==> src/rtl/frq_gen_multi.sv <==
// Mode-selectable counter generating a terminal-count pulse (co) and a shaped waveform (out).
// co/out are registered and trail the terminal cnt value by one cycle; en=0 freezes the count.
module frq_gen_multi #(
  parameter int WIDTH = 8
) (
  input  logic             clk,
  input  logic             rst,
  input  logic             en,
  input  logic             ld,
  input  logic [WIDTH-1:0] div_val,
  input  logic [WIDTH-1:0] duty,
  input  logic [1:0]       mode,
  output logic             co,
  output logic             out,
  output logic [WIDTH-1:0] cnt
);

  typedef enum logic [1:0] {
    M_LOAD   = 2'd0,
    M_FREE   = 2'd1,
    M_SQUARE = 2'd2,
    M_PWM    = 2'd3
  } mode_e;

  localparam logic [WIDTH-1:0] MAX = '1;

  mode_e            mode_in, mode_q, mode_n;
  logic [WIDTH-1:0] div_reg, div_n, cnt_n, reload;
  logic             co_n, out_n;

  assign mode_in = mode_e'(mode);
  // Reload follows the incoming mode so a mode switch restarts from the new mode's origin.
  assign reload  = (mode_in == M_LOAD || mode_in == M_SQUARE) ? div_reg : '0;

  always_comb begin
    cnt_n  = cnt;
    div_n  = div_reg;
    mode_n = mode_q;
    co_n   = 1'b0;
    out_n  = out;
    if (ld) begin
      div_n = div_val;
      cnt_n = div_val;
    end else if (mode_in != mode_q) begin
      mode_n = mode_in;
      cnt_n  = reload;
      out_n  = 1'b0;
    end else if (!en) begin
      if (mode_q == M_LOAD || mode_q == M_FREE) out_n = 1'b0;
    end else begin
      if (cnt == MAX) begin
        cnt_n = reload;
        co_n  = 1'b1;
      end else begin
        cnt_n = cnt + 1'b1;
      end
      case (mode_q)
        M_LOAD, M_FREE: out_n = co_n;
        M_SQUARE:       out_n = co_n ? ~out : out;
        M_PWM:          out_n = (cnt_n < duty);
      endcase
    end
  end

  always_ff @(posedge clk or negedge rst) begin
    if (!rst) begin
      cnt     <= '0;
      div_reg <= '0;
      mode_q  <= M_LOAD;
      co      <= 1'b0;
      out     <= 1'b0;
    end else begin
      cnt     <= cnt_n;
      div_reg <= div_n;
      mode_q  <= mode_n;
      co      <= co_n;
      out     <= out_n;
    end
  end

endmodule

==> config.mk <==
export PLATFORM = sky130hd
export DESIGN_NAME = frq_gen_multi
export DESIGN_NICKNAME = d
export VERILOG_FILES = /design/src/rtl/frq_gen_multi.sv
export SDC_FILE = /design/constraint.sdc
export NUM_CORES = 1
export LEC_CHECK = 0
export BUFFER_PORTS_ARGS = -buffer_cell sky130_fd_sc_hd__clkbuf_2
export CORE_ASPECT_RATIO = 2
export CORE_MARGIN = 2
export CORE_UTILIZATION = 49
export DETAILED_ROUTE_END_ITERATION = 7
export GPL_TIMING_DRIVEN = 0
export PLACE_DENSITY = 0.76
export SYNTH_ARGS = -nofsm -noshare
export SYNTH_HDL_FRONTEND = slang
export SYNTH_SLANG_ARGS = --single-unit
==> constraint.sdc <==
create_clock -name clk -period 2 [get_ports clk]
set_input_delay 0.2 -clock clk [delete_from_list [all_inputs] [get_ports clk]]
set_output_delay 0.2 -clock clk [all_outputs]
set_load 0.1 [all_outputs]
### Word level (Yosys, flattened, before mapping)

Cells that the tools add are included.

* $add $sub $neg: 1
* $lt $le $gt $ge: 1
* equal/unequal tests: 7
* multiplexer cells: 20
* bitwise logic cells: 2
* reductions and logical operators: 9

Operator list (number)
* 8-bit 2-to-1 mux: 8
* 1-bit 2-to-1 mux: 11
* 8-bit by 1-bit adder with 8-bit output, second input constant: 1
* 8-bit equality test, second input constant: 1
* 8-bit < comparator: 1
* 2-bit equality test, second input constant: 3
* 3-bit nonzero test: 2
* 2-bit logical NOT: 2
* 4-bit != test, second input constant: 1
* 1-bit case mux with 3 select lines: 1
* 3-bit AND reduction: 1
* 2-bit by 1-bit equality test with 1-bit output, second input constant: 1
* 1-bit logical OR: 2
* 2-bit != test: 1
* 1-bit NOT: 2
* 2-bit AND reduction: 1
* 2-bit OR reduction: 1

* register bits after elaboration: 20
* input port bits: 22

### Longest topological paths before layout

Gate-level depths: netlist of run 1.

* depth after elaboration: 11
* depth in mapped cells: 13
* gate-level depth less buffers: 12

### Least setup slack after synthesis of run 1

Ideal clock, no wire load.

* kind: register to register
* from: reg cnt[0]
* to: reg out
* setup time: 0.071 ns
* arrival time: 2.883 ns
* required time: 1.929 ns
* slack: -0.955 ns
* cell stages (with the launch flop): 14
* path through: dfrtp_1 -> ha_1 -> and3_1 -> buf_6 -> nand2_2 -> and3_1 -> nor2_1 -> o21ai_0 -> ha_1 -> a211oi_1 -> o21ai_0 -> o22ai_1 -> nand3_1 -> nand3_1

* cells in the longest elaborated chain, start to end: 9

RTL lines
* start, declared: RTL line 15 `output logic [WIDTH-1:0] cnt`
* start signal, assigned: RTL line 73 `cnt <= cnt_n;`
* 8-bit by 1-bit adder with 8-bit output or 8-bit equality test (tied branches): RTL line 55, 51
* 8-bit 2-to-1 mux: RTL line 51 `if (cnt == MAX) begin`
* 8-bit 2-to-1 mux: RTL line 48 `end else if (!en) begin`
* 8-bit 2-to-1 mux: RTL line 44 `end else if (mode_in != mode_q) begin`
* 8-bit 2-to-1 mux: RTL line 41 `if (ld) begin`
* 8-bit < comparator: RTL line 60 `M_PWM: out_n = (cnt_n < duty);`
* 1-bit case mux with 3 select lines: RTL line 57 `case (mode_q)`
* 1-bit 2-to-1 mux: RTL line 48
* 1-bit 2-to-1 mux: RTL line 44
* end signal, assigned: RTL line 77 `out <= out_n;`
* end, declared: RTL line 14 `output logic out,`

Several ways; a longest one is shown, not always the timed one. The select of a mux whose other input is x is not followed.
A chain may end at the register's enable or synchronous reset.

### Final worst setup path of run 1

* from: reg cnt[1]
* to: reg out

The elaborated chain is that of the path after synthesis.

==> out/qor.txt, run 1 <==
Design Area, Final = 0.001914 mm2
routability cong. = 0.8661
Worst-path clk slew = 0.08 ns
row cnt = 28
worst setup margin = -0.1672 ns
Hold WC Path Type = primary input to register
PortBufs = 30
nets@finish = 256
final instance count without filler cells = 255
register-to-register setup slack = -0.17 ns
top-count cell post-synth = dfrtp_1
DRC = 0
Clock Skews = 0.002071 ns
Die Area = 0.003580 mm2
fin crit share = 108.4%
Slew HR = 58.71%
Crit. Startpoint = cnt[1]$_DFFE_PN0P_
mux share of post-synthesis cell area = 4.294%
initial antenna violation count = 0
syn nets = 213
Layout area overhead = 26.34%
Slowest cell on crit path = dfrtp_4
Final Max Tran Viols = 0
MaxCap Viol Count = 0
final setup fails = 1
Core ar. = 0.002943 mm2
FFs w/ async S/R, synth = 100.0%
WP data required = 2.14 ns
Routed WL = 3.848 mm
global route overflow = 0
GRT Util Overall = 22.86%
vias in the first global route = 1370
Worst Setup End Kind = register
mean routed wirelength per cell = 15.09 um
actual slew at the worst max-slew pin = 0.6037 ns
top_reg_cell synth = dfrtp_1
ant diodes = 0
post-synth top area cell = dfrtp_1
Inserted Clock Buffers = 3
post-synth cell types = 44
Cells after Synth = 183
Pre-antenna DRT Iters = 4
Avg Cell Area, Syn = 8.280 um2
outcome = complete, but fails checks
synth top area cells = dfrtp_1 33%, ha_1 6.6%, o21ai_0 4.6%
TritonCTS clock tree = built
ratio of cells with drive above 1 in the final layout = 32.00%
critical path depth in cells = 12
leakage power = 0.8971 nW
Detail Route Antenna Nets = 0
DRT iter0 DRCs = 30
Die X = 43.32 um
complex-gate fraction of the synthesized area = 19.82%
CP bufs+invs = 1
delay-heaviest family, CP = simple AND/OR/NAND/NOR gates
Post-Syn Area = 0.001515 mm2
critical path arrival = 2.31 ns
power per cell area = 716.3 mW/mm2
CTS H-tree depth = 1
CP peak stage delay = 0.44 ns
beginning of the worst register-to-register path = cnt[1]$_DFFE_PN0P_
DP Area = 0.001768 mm2
Critical Path Fanout Max = 4
post-synth top area share = 33.03%
initial core utilization = 51.49%
CTS max path bufs = 2
total number of vias = 1533
synth cell count leaders = 20 x dfrtp_1, 18 x nand2_1, 15 x inv_1, 15 x nor2_1, 14 x o21ai_0
cells on worst reg2reg path = 12
post-synthesis xor/xnor area fraction = 2.890%
placed insts = 243
io pins = 32
worst vdd ir = 0.6114 mV
share of synthesized cell area in and, or, nand and nor gates = 24.03%
CTS Sinks = 20
final hold violation count = 0
area of the multi-input gates = 938.4 um2
worst r2r dst = out$_DFFE_PN0P_
FF+latch count, synth = 20
average vias per placed instance = 6.012
insertion delay to the later sink of the worst-skew pair = 0.26 ns
largest net degree at the start of global routing = 21
sequential-to-total area share from yosys stat = 33.03%
critical path type = register to register
worst path cell trace = buf_6 > and4_4 > nand2_2 > and3_4 > nor2_1 > o21ai_1 > ha_1 > nand4_1 > nor2_1 > o211ai_1 > nand3_1 > nand3_1
Worst Setup EP = out$_DFFE_PN0P_
Final HPWL DP = 3.002 mm
main combinational cell family by area after synthesis = simple AND/OR/NAND/NOR gates
first-pass GRT wire length = 6.223 mm
Layout fillers = 255
adder-cell share of the synthesized area = 6.606%
RSZ-0062 raised after global routing = true
fmax = 0.4614 GHz
Syn. warnings = 0
root buf cell = clkbuf_8
register area = 523.0 um2
nature of the critical path startpoint = register
failing checks = setup timing
number of synthesized flops with an enable pin = 0
fin crit period = 2.167 ns
Die Y-Extent = 82.64 um
final design utilization = 65.05%
-- worst min-delay path, delay by kind of cell --
family	cells	cell delay, ns
buf+inv	1	0.07
simple gates	2	0.12
-- metrics by stage --
stage / power (mW) / hold slack (ns) / setup TNS (ns) / setup WS (ns)
3_3_place_gp: 1.026 / 0.1795 / -0.3102 / -0.3102
4_1_cts: 1.373 / 0.1635 / -0.1543 / -0.1543
2_1_floorplan: 0.9185 / -0.09559 / -0.3852 / -0.3852
6_report: 1.371 / 0.1577 / -0.1672 / -0.1672
3_5_place_dp: 1.041 / 0.1872 / -0.3199 / -0.3199
5_1_grt: 1.442 / 0.1727 / -0.2603 / -0.2603
-- how the worst min path moves through the flow --
| stage | from | to | slack (ns) | cells past startpoint |
|---|---|---|---|---|
| 2_1_floorplan | rst | cnt[2]$_DFFE_PN0P_ | -0.1 | 0 |
| 3_3_place_gp | rst | div_reg[6]$_DFFE_PN0P_ | 0.18 | 1 |
| 3_5_place_dp | rst | div_reg[5]$_DFFE_PN0P_ | 0.19 | 1 |
| 4_1_cts | div_val[7] | cnt[7]$_DFFE_PN0P_ | 0.16 | 3 |
| 5_1_grt | div_val[4] | cnt[4]$_DFFE_PN0P_ | 0.17 | 3 |
| 6_report | div_val[7] | cnt[7]$_DFFE_PN0P_ | 0.16 | 3 |
-- logic make-up (layout without fill, tap and decap cells) --
logic type / Yosys count / after routing
AOI/OAI and AO/OA: 48 / 48
xor gates and xnor gates: 5 / 5
adders and majority gates: 8 / 8
buffers and inverters: 26 / 68
DFF: 20 / 20
muxes: 6 / 6
and+or+nand+nor: 70 / 70
-- area by class of cell --
| type | instances | share of cell area (%) |
|---|---|---|
| Tap cell | 30 | 1.961 |
| Timing Repair Buffer | 41 | 12.88 |
| Inverter | 15 | 2.941 |
| Clock buffer | 4 | 2.876 |
| Sequential cell | 20 | 27.32 |
| Multi-Input combinational cell | 137 | 49.02 |
| Buffer | 8 | 3.007 |
-- power by group --
part	total (mW)	switching, mW	internal, mW
clock network	0.314	0.138	0.175
registers	0.516	0.0599	0.456
logic	0.542	0.358	0.184
total	1.37	0.556	0.815
-- metal layers --
| layer | vias to the layer above | wire length, um | global-route usage [%] | share of wire [%] |
|---|---|---|---|---|
| met2 | 54 | 1994 | 38.51 | 52 |
| met4 | 0 | 185 | 13.64 | 4.8 |
| li1 | 749 | - | - | - |
| met1 | 714 | 1511 | 27.61 | 39 |
| met3 | 16 | 157 | 2.174 | 4.1 |
| met5 | - | 0 | 0 | 0 |
-- placed cells by master (no fill, tap or decap), types with 4 or more instances in the layout --
| cell type | netlist | layout |
|---|---|---|
| clkbuf_2 | 1 | 30 |
| nand2_1 | 18 | 17 |
| inv_1 | 15 | 15 |
| nor2_1 | 15 | 15 |
| dfrtp_1 | 20 | 12 |
| a21oi_1 | 12 | 11 |
| o21ai_0 | 14 | 11 |
| nand3_1 | 8 | 7 |
| ha_1 | 8 | 7 |
| buf_4 | 0 | 7 |
| buf_6 | 4 | 5 |
| dfrtp_4 | 0 | 5 |
| and3_1 | 6 | 4 |
| nand4_1 | 4 | 4 |
| nor3_1 | 4 | 4 |
| mux2_2 | 4 | 4 |
| o31ai_1 | 4 | 4 |
| clkbuf_8 | 0 | 4 |
-- timing repair --
action / in CTS / in global routing
setup endpoints to repair: 1 / 2
buffers inserted: 9 / 1
cloned: 0 / 0
endpoints found under the hold margin: 20 / 0
pin swaps: 13 / 3
gates resized for setup: 9 / 3
hold buffers: 1 / 0
Power figures use the tool's default switching activity.
==> inputs of run 2 (changes only) <==
--- a/config.mk
+++ b/config.mk
@@ -8,10 +8,10 @@
 export BUFFER_PORTS_ARGS = -buffer_cell sky130_fd_sc_hd__clkbuf_2
 export CORE_ASPECT_RATIO = 2
 export CORE_MARGIN = 2
-export CORE_UTILIZATION = 49
+export CORE_UTILIZATION = 54
 export DETAILED_ROUTE_END_ITERATION = 7
 export GPL_TIMING_DRIVEN = 0
-export PLACE_DENSITY = 0.76
+export PLACE_DENSITY = 0.79
 export SYNTH_ARGS = -nofsm -noshare
 export SYNTH_HDL_FRONTEND = slang
 export SYNTH_SLANG_ARGS = --single-unit
==> constraint.sdc (replaced) <==
create_clock -name clk -period 2.28 [get_ports clk]
set_input_delay 0.228 -clock clk [delete_from_list [all_inputs] [get_ports clk]]
set_output_delay 0.228 -clock clk [all_outputs]
set_load 0.1 [all_outputs]
==> out/qor.txt, run 2 (synthesized netlist as in run 1, its figures left out) <==
CTS max path bufs = 2 (unchanged)
Die Area = 0.003271 mm2 (-8.6%)
CTS Sinks = 20 (unchanged)
Clock Skews = 0.003905 ns (+0.001834 ns)
worst path cell trace = ha_4 > and3_4 > nand2_8 > and3_4 > nor2_1 > o21ai_1 > ha_1 > a211oi_2 > o21ai_1 > o22ai_1 > nand3_1 > nand3_1
mean routed wirelength per cell = 15.42 um (+2.2%)
DRT iter0 DRCs = 41 (+37%)
vias in the first global route = 1439 (+5.0%)
leakage power = 0.8747 nW (-2.5%)
final setup fails = 0 (-1)
Seq pwr share = 36.6% (-1.0 points)
ant diodes = 0 (unchanged)
nature of the critical path startpoint = register
io pins = 32 (unchanged)
Core ar. = 0.002703 mm2 (-8.2%)
routability cong. = 0.8811 (+1.7%)
average vias per placed instance = 6.012 (about the same)
DP Area = 0.001767 mm2 (about the same)
fmax = 0.4435 GHz (-3.9%)
Final HPWL DP = 3.062 mm (+2.0%)
initial antenna violation count = 0 (unchanged)
actual slew at the worst max-slew pin = 0.5963 ns (-0.007422 ns)
Final Max Tran Viols = 0 (unchanged)
Die Y-Extent = 78.91 um (-4.5%)
Routed WL = 3.855 mm (+0.18%)
most frequent cells in the layout = 30 x clkbuf_2, 17 x nand2_1, 15 x inv_1, 15 x nor2_1
nets@finish = 252 (-1.6%)
Clk pwr share = 22.9% (about the same)
fin crit period = 2.255 ns (+0.08747 ns)
final hold violation count = 0 (unchanged)
switch share = 40.45% (-0.090 points)
Inserted Clock Buffers = 3 (unchanged)
Hold WC Path Type = primary input to register
global route overflow = 0 (unchanged)
commonest non-fill, non-tap cell in the layout = clkbuf_2
fin crit share = 98.89% (-9.5 points)
WP data required = 2.48 ns (+0.34 ns)
net switching power = 0.4850 mW (-13%)
critical path arrival = 2.46 ns (+0.15 ns)
Gate power share = 40.4% (+0.9 points)
total number of vias = 1503 (-2.0%)
Place WS = -0.07617 ns (+0.2438 ns)
row cnt = 27 (-3.6%)
Worst-path clk slew = 0.08 ns (about the same)
worst setup margin = 0.02533 ns (+0.1925 ns)
Worst Setup End Kind = register
CP bufs+invs = 0 (-1)
TritonCTS clock tree = built
total power = 1.199 mW (-13%)
DRC = 0 (unchanged)
Layout area overhead = 23.29%
Die X = 41.46 um (-4.3%)
power per cell area = 641.8 mW/mm2 (-10%)
GRT Util Overall = 25.74% (+2.9 points)
Slowest cell on crit path = dfrtp_4
Slew HR = 59.22% (+0.51 points)
ratio of cells with drive above 1 in the final layout = 29.86% (-2.1 points)
Design Area, Final = 0.001868 mm2 (-2.4%)
register-to-register setup slack = 0.03 ns (+0.19 ns)
PortBufs = 30 (unchanged)
Critical Path Fanout Max = 6 (+2)
insertion delay to the later sink of the worst-skew pair = 0.26 ns (about the same)
Detail Route Antenna Nets = 0 (unchanged)
Cell Int Power = 0.7139 mW (-12%)
initial core utilization = 56.06% (+4.6 points)
RSZ-0062 raised after global routing = true
first-pass GRT wire length = 6.534 mm (+5.0%)
CP peak stage delay = 0.44 ns (about the same)
final design utilization = 69.12% (+4.1 points)
final instance count without filler cells = 250 (-2.0%)
Pre-antenna DRT Iters = 4 (unchanged)
largest net degree at the start of global routing = 21 (unchanged)
placed insts = 242 (-0.41%)
delay-heaviest family, CP = simple AND/OR/NAND/NOR gates
worst vdd ir = 0.4390 mV (-28%)
critical path type = register to register
root buf cell = clkbuf_8
CTS H-tree depth = 1 (unchanged)
outcome = completed
MaxCap Viol Count = 0 (unchanged)
[run 2: routing by layer]
metal	vias up	share of wire (%)	track usage, %
met2	48	51	44.53
li1	738	-	-
met5	-	0	0
met3	18	3.8	2.955
met4	0	5.2	15.81
met1	699	40	29.39
[run 2: per-stage QoR]
| stage | setup TNS (ns) | hold slack, ns |
|---|---|---|
| finish | 0 | 0.1806 |
| global route | -0.1458 | 0.1988 |
| CTS | 0 | 0.1809 |
| detailed placement | -0.07617 | 0.2138 |
| global placement | -0.03218 | 0.2062 |
| floorplan | -0.1052 | -0.06759 |
[run 2: what timing repair did]
item / 4_1_cts / 5_1_grt
pin swaps: 5 / 5
setup endpoints to repair: 1 / 1
buffers inserted: 4 / 0
hold buffers: 1 / 0
gates resized for setup: 3 / 2
hold endpoints to repair: 20 / 0
[run 2: power groups by stage]
stage / combinational [mW] / clock [mW] / sequential [mW]
6_report: 0.485 / 0.275 / 0.439
3_3_place_gp: 0.454 / 0 / 0.446
4_1_cts: 0.484 / 0.280 / 0.438
2_1_floorplan: 0.222 / 0 / 0.584
5_1_grt: 0.528 / 0.286 / 0.445
3_5_place_dp: 0.468 / 0 / 0.449
[run 2: area by class of cell]
cell class	count	area (um2)
fill	240	834.6
buffer	10	82.58
multi-input combinational	137	920.9
inverter	15	56.30
sequential	20	523.0
timing repair buffer	35	193.9
tap	29	36.28
clock buffer	4	55.05
[run 2: worst paths after layout]
path	start	to	cells past startpoint
min in group asynchronous	rst	div_reg[5]$_DFFE_PN0P_	2
hold / removal	div_val[7]	cnt[7]$_DFFE_PN0P_	3
setup / recovery	cnt[0]$_DFFE_PN0P_	out$_DFFE_PN0P_	12
hold reg to reg	div_reg[4]$_DFFE_PN0P_	div_reg[4]$_DFFE_PN0P_	1
max in group asynchronous	rst	cnt[0]$_DFFE_PN0P_	2
setup reg to reg	cnt[0]$_DFFE_PN0P_	out$_DFFE_PN0P_	12
[run 2: tightest hold or removal path: stages]
cell and delay [ns]:
clkbuf_2 0.07, nand2_1 0.05, nand2_1 0.05
